<file path="src/rtl/ext_uart_tx.sv">
// Byte-lane UART sink for the AXI-lite external write port (8N1).
// Define EXT_UART_TX_PARITY_EN to add an even-parity bit per frame.
module ext_uart_tx #(
   parameter int DATA_WIDTH = 32,
   parameter int STRB_WIDTH = DATA_WIDTH / 8,
   parameter int CLK_DIV    = 868
) (
   input  logic                  clk,
   input  logic                  rst,
   input  logic                  ext_wr_req,
   input  logic [DATA_WIDTH-1:0] ext_wr_dat,
   input  logic [STRB_WIDTH-1:0] ext_wen,
   output logic                  ext_rsp_val,
   output logic                  uart_tx,
   output logic                  tx_busy
);

   localparam int CW = (CLK_DIV > 1) ? $clog2(CLK_DIV) : 1;

   typedef enum logic [2:0] {
      IDLE,
      SEL,
      START,
      DATA,
`ifdef EXT_UART_TX_PARITY_EN
      PAR,
`endif
      STOP,
      RSP
   } state_t;

   state_t                state, state_n;
   logic [DATA_WIDTH-1:0] word, word_n;
   logic [STRB_WIDTH-1:0] mask, mask_n, low;
   logic [7:0]            shift, shift_n, sel_byte;
   logic [CW-1:0]         cnt, cnt_n;
   logic [2:0]            idx, idx_n;
   logic                  tx_q, tx_n;
   logic                  bit_end;
`ifdef EXT_UART_TX_PARITY_EN
   logic                  par, par_n;
`endif

   assign bit_end = (cnt == CW'(CLK_DIV - 1));
   // Isolate the lowest pending lane as a one-hot vector.
   assign low = mask & (~mask + STRB_WIDTH'(1));

   always_comb begin
      sel_byte = 8'h00;
      for (int i = 0; i < STRB_WIDTH; i++) begin
         if (low[i]) sel_byte = word[8*i +: 8];
      end
   end

   always_comb begin
      state_n = state;
      word_n  = word;
      mask_n  = mask;
      shift_n = shift;
      cnt_n   = '0;
      idx_n   = idx;
      tx_n    = tx_q;
`ifdef EXT_UART_TX_PARITY_EN
      par_n   = par;
`endif
      unique case (state)
         IDLE: begin
            tx_n = 1'b1;
            if (ext_wr_req) begin
               word_n  = ext_wr_dat;
               mask_n  = ext_wen;
               state_n = SEL;
            end
         end
         SEL: begin
            tx_n = 1'b1;
            if (mask == '0) begin
               state_n = RSP;
            end else begin
               shift_n = sel_byte;
               mask_n  = mask & ~low;
               idx_n   = 3'd0;
               tx_n    = 1'b0;
               state_n = START;
`ifdef EXT_UART_TX_PARITY_EN
               par_n   = ^sel_byte;
`endif
            end
         end
         START: begin
            cnt_n = bit_end ? '0 : cnt + CW'(1);
            if (bit_end) begin
               tx_n    = shift[0];
               state_n = DATA;
            end
         end
         DATA: begin
            cnt_n = bit_end ? '0 : cnt + CW'(1);
            if (bit_end) begin
               shift_n = shift >> 1;
               idx_n   = idx + 3'd1;
               if (idx == 3'd7) begin
`ifdef EXT_UART_TX_PARITY_EN
                  tx_n    = par;
                  state_n = PAR;
`else
                  tx_n    = 1'b1;
                  state_n = STOP;
`endif
               end else begin
                  tx_n = shift[1];
               end
            end
         end
`ifdef EXT_UART_TX_PARITY_EN
         PAR: begin
            cnt_n = bit_end ? '0 : cnt + CW'(1);
            if (bit_end) begin
               tx_n    = 1'b1;
               state_n = STOP;
            end
         end
`endif
         STOP: begin
            cnt_n = bit_end ? '0 : cnt + CW'(1);
            if (bit_end) begin
               tx_n    = 1'b1;
               state_n = SEL;
            end
         end
         RSP: begin
            tx_n    = 1'b1;
            state_n = IDLE;
         end
         default: begin
            tx_n    = 1'b1;
            state_n = IDLE;
         end
      endcase
   end

   always_ff @(posedge clk) begin
      if (rst) begin
         state <= IDLE;
         word  <= '0;
         mask  <= '0;
         shift <= '0;
         cnt   <= '0;
         idx   <= '0;
         tx_q  <= 1'b1;
`ifdef EXT_UART_TX_PARITY_EN
         par   <= 1'b0;
`endif
      end else begin
         state <= state_n;
         word  <= word_n;
         mask  <= mask_n;
         shift <= shift_n;
         cnt   <= cnt_n;
         idx   <= idx_n;
         tx_q  <= tx_n;
`ifdef EXT_UART_TX_PARITY_EN
         par   <= par_n;
`endif
      end
   end

   assign uart_tx     = tx_q;
   assign tx_busy     = (state != IDLE);
   assign ext_rsp_val = (state == RSP);

endmodule

</file>
<file path="config.mk">
export PLATFORM = sky130hd
export DESIGN_NAME = ext_uart_tx
export DESIGN_NICKNAME = d
export VERILOG_FILES = /design/src/rtl/ext_uart_tx.sv
export SDC_FILE = /design/constraint.sdc
export NUM_CORES = 1
export LEC_CHECK = 0
export ABC_AREA = 1
export CAP_MARGIN = 25
export CORE_MARGIN = 1.5
export CORE_UTILIZATION = 48
export DETAILED_ROUTE_END_ITERATION = 8
export PLACE_DENSITY_LB_ADDON = 0.3
export SLEW_MARGIN = 20
export SYNTH_ARGS = -nofsm -noshare
export SYNTH_HDL_FRONTEND = slang
export SYNTH_SLANG_ARGS = --single-unit
</file>
<file path="constraint.sdc">
create_clock -name clk -period 1.8 [get_ports clk]
set_clock_uncertainty 0.2 [all_clocks]
set_input_delay 0.36 -clock clk [delete_from_list [all_inputs] [get_ports clk]]
set_output_delay 0.36 -clock clk [all_outputs]
set_load 0.01 [all_outputs]
</file>
# Yosys cells after proc, flatten, opt, wreduce, memory -nomap -nowiden
# Index checks and enable logic that the tools add are counted.
# totals
ff_bits	61
# op_classes
n_reduce_logical	12
n_eq_ne	13
n_mux	26
n_addsub	3
bitwise	5
# op_table
operator	count
$mux W8	6
$mux W3	8
$pmux W8 S2	1
$pmux W3 S5	1
$ne A2 B2 Y1 const B	6
$add A10 B1 Y10 const B	1
$eq A10 B10 Y1 const B	1
$eq A3 B3 Y1 const B	3
$reduce_and A3 Y1	3
$and A4 B4 Y4	2
$mux W4	2
$not A4 Y4	2
$pmux W4 S2	1
$eq A3 B2 Y1 const B	2
$pmux W3 S2	1
$reduce_or A3 Y1	2
$mux W1	5
$reduce_and A5 Y1	1
$add A4 B1 Y4 const B	1
$logic_not A4 Y1	1
$pmux W1 S4	1
$reduce_bool A2 Y1	2
$add A3 B1 Y3 const B	1
$eq A3 B1 Y1 const B	1
4 further kinds	4

# Longest topological paths before layout
# logic_depth
word_depth	9
ltp_mapped	10
mapped_depth_nobuf	10

# Worst setup path after synthesis
# Ideal clock, no wire load.
# synth_path
path_kind	register -> register
startpoint	register cnt[0]
endpoint	register idx[2]
n_path_buf	1
arrival_ps	1275
path_slack_ps	197
stages_incl_launch_ff	11
period_less_slack_ps	1603
setup_time_ps	128
required_time_ps	1472
path_cell_list	dfxtp_1 > ha_1 > nand2_1 > nor2_1 > nand3_1 > nand2_2 > nand2_4 > inv_4 > buf_6 > o21ai_1 > nor2_1
# synth_between
elab_chain_len	3
# synth_rtl
item	line	rtl
start: declaration	36	logic [CW-1:0] cnt, cnt_n;
start signal: assignment	159	cnt <= cnt_n;
$eq A10 B10 Y1	44	assign bit_end = (cnt == CW'(CLK_DIV - 1));
$ne A2 B2 Y1 (no source line)	--	
$reduce_and A3 Y1 (no source line)	--	
end signal: assignment	160	idx <= idx_n;
end: declaration	37	logic [2:0] idx, idx_n;
# No other way between the ends.
# A chain may end at the register's enable or synchronous reset.

# Final worst setup path
# layout_path
startpoint	register state[1]
endpoint	output tx_busy
# layout_between
elab_chain_len	1
# layout_rtl
item	line	rtl
start: declaration	32	state_t state, state_n;
start signal: assignment	155	state <= state_n;
$reduce_bool A3 Y1	169	assign tx_busy = (state != IDLE);
end: declaration	15	output logic tx_busy
# No other way between the ends.

==> results.cfg <==
[logic_synthesis]
async_flop_share = 0
synth_most_common_cell = nand2_1
synthAdderAreaFrac = 0.0131
synthTopCellsByArea = dfxtp_1 43%, nand2_1 19%, a21oi_1 8.6%
ys.flop_type = dfxtp_1
netlist_area_mm2 = 0.00286
syn-num-nets = 464
ys_top_cells_by_count = 146 x nand2_1, 61 x dfxtp_1, 49 x a21oi_1
synth_top_cell_area_share = 0.427
synth_top_family_by_area = simple AND/OR/NAND/NOR gates
synth_compound_area_frac = 0.115
synthXorXnorAreaFrac = 0.0122
synth-simple-area-share = 0.358
synth_edf_count = 0
synth.avg_cell_area_um2 = 6.78
ys_types = 30
synthMuxAreaShare = 0
ys_seq_area_frac = 0.427
synthCells = 422
synth_top_area_cell = dfxtp_1
ys_warn_count = 0
ys_ff_latch = 61

[detailed_routing]
drc_errors = 0
vias = 2833
viasPerCell = 5.13
drtIter0Drc = 191
finalWirelength_um = 6890
drtPass1Iterations = 4
antenna_left = 0
wl_per_cell_um = 12.5

[sta]
finalHoldViolations = 0
slew_violations = 0
slew_headroom = 0.802
period_minus_slack_ns = 1.74
worst_pin_slew_ns = 0.294
setup_ws_ns = 0.0632
period_share = 0.965
fmax_mhz = 576
setup_violations = 0
timing.hold.ws_ns = 0.260

[critical_path]
arrival_ns = 1.18
worstPathRequired_ns = 1.24
crit_path_cell_trace = nor2_4 > nand2_1 > dlygate4sd2_1
cpMaxStageDelayCell = dfxtp_4
end_kind = primary output
critPathMaxFanout = 6
cpPeakStageDelay_ns = 0.38
startpoint_type = flip-flop
path_class = flip-flop to primary output
r2r_slack_ns = 0.13

[finish]
insertedDiodeCount = 0
fin_nets = 517
area_delta_synth_final_pct = 28.1
drive_gt1_frac = 0.127
final_cells = 552
nFillCells = 528

[clocking]
cts.sink_count = 61
clock-root-buffer = clkbuf_8
cts_tree = built
htree_levels = 3
cts.path.max_buffers = 2
worstSkewPairLatency_ns = 0.34
numCtsBuffers = 9
postCtsHoldBufs = 0
clk_pin_slew_worst_paths_ns = 0.07

[floorplan]
core_area_mm2 = 0.00564
die_area_mm2 = 0.00644
die_w_um = 80.2
pin_count = 42
start_util = 0.507
std_cell_rows = 27
die-height_um = 80.2

[global_routing]
grt_pass1_wl_um = 11600
grt_start_max_net_pins = 48
antenna_found_initial = 0
overflow = 0
grt_pass1_vias = 2585
grtUsageTotal = 0.234

[power_and_ir_drop]
ir_drop_mv = 0.772
cellPowerDensity_mw_per_mm2 = 1280
p_leak_nw = 1.47

[place]
pre_cts_ws_ns = 0.0162
dp_cells = 535
port_buffers = 41
gp_routability_congestion = 0.817
dp.final_hpwl_um = 4860

[status]
status = completed

[min_path]
holdCritPathClass = flip-flop to flip-flop

[run]
drv_cap = 0
[critical path: cells and delay by family (launching register included)]
kind          cells  cell delay, ns
flops             1            0.38
simple gates      2            0.18
buf+inv           1            0.28
[final cells by class]
cell class	instances	area, um^2	share of cell area
Timing Repair Buffer	63	603	0.164
Inverter	30	118	0.0321
Clock inverter	4	22.5	0.00614
Multi-Input combinational cell	310	1450	0.396
Clock buffer	12	155	0.0423
Sequential cell	61	1230	0.335
Tap cell	72	90.1	0.0246
[layer usage]
| layer | GRT usage | part of all wire | vias up | routed length, um |
|---|---|---|---|---|
| met4 | 0.0914 | 0.015 | 0 | 106 |
| met2 | 0.381 | 0.46 | 63 | 3200 |
| li1 | - | - | 1465 | - |
| met5 | 0 | 0 | - | 0 |
| met3 | 0.0511 | 0.051 | 11 | 353 |
| met1 | 0.301 | 0.47 | 1294 | 3230 |
[flip-flops by register name (all words and copies together) (netlist names)]
name     flops
cnt         10
idx          3
mask         4
shift        8
state        3
uart_tx      1
word        32
[path summary, 6_finish.rpt]
check / start / depth (start not counted) / end
worst max-delay path: state[1]$_SDFFE_PP0P_ / 3 / tx_busy
worst min-delay path: word[7]$_SDFFE_PP0P_ / 2 / word[7]$_SDFFE_PP0P_
worst max register to register: cnt[0]$_SDFF_PP0_ / 8 / cnt[5]$_SDFF_PP0_
worst min register to register: word[7]$_SDFFE_PP0P_ / 2 / word[7]$_SDFFE_PP0P_
[through the flow]
stage | util | TNS (ns) | power, W | cell area, um^2
6_report | 0.650 | 0 | 0.00469 | 3670
4_1_cts | 0.643 | 0 | 0.00469 | 3630
5_1_grt | 0.650 | -0.00183 | 0.00503 | 3670
3_5_place_dp | 0.611 | 0 | 0.00359 | 3440
3_3_place_gp | 0.611 | 0 | 0.00353 | 3440
2_1_floorplan | - | 0 | 0.00297 | 2860
[power breakdown]
part | switching (W) | internal, W | total [W] | leakage [nW]
clock | 0.000541 | 0.000568 | 0.00111 | 0.0921
combinational | 0.00105 | 0.000713 | 0.00177 | 0.882
sequential | 0.000188 | 0.00163 | 0.00182 | 0.499
total | 0.00178 | 0.00291 | 0.00469 | 1.47
[layout by cell type (no fill, tap or decap)]
cell type	count
nor3_2	1
nand4_1	9
inv_2	4
nand2_1	146
buf_4	20
nor3_1	1
nand2_4	1
dfxtp_4	1
clkdlybuf4s15_2	1
inv_6	1
dfxtp_1	58
dlygate4sd2_1	1
clkinv_1	1
ha_1	2
o31ai_1	1
nor2_2	3
clkdlybuf4s50_1	38
nand3_1	39
o21ai_1	2
dfxtp_2	2
clkbuf_8	11
nor3b_1	1
or2_2	3
nand3_2	2
or3_1	1
clkinvlp_4	1
ha_4	1
inv_1	24
clkinv_2	3
a21oi_1	49
buf_12	2
nor2_4	3
o22ai_1	1
dlymetal6s2s_1	1
xor2_1	2
clkbuf_1	1
o21ai_0	12
nor2_1	27
xnor2_1	2
nand2_2	1
[cell families (layout without fill, tap and decap cells)]
group / count (synthesis) / after routing
AO/OA/AOI/OAI: 65 / 65
XOR/XNOR: 4 / 4
adder cells (fa/ha/maj): 3 / 3
buffers and inverters: 51 / 109
flip-flops: 61 / 61
AND/OR/NAND/NOR: 238 / 238
[timing repair]
item / CTS / global route
setup endpoints to repair: 2 / 24
pin swaps: 0 / 1
setup buffers: 0 / 1
gates resized for setup: 7 / 8
(Power assumes the default switching activity.)
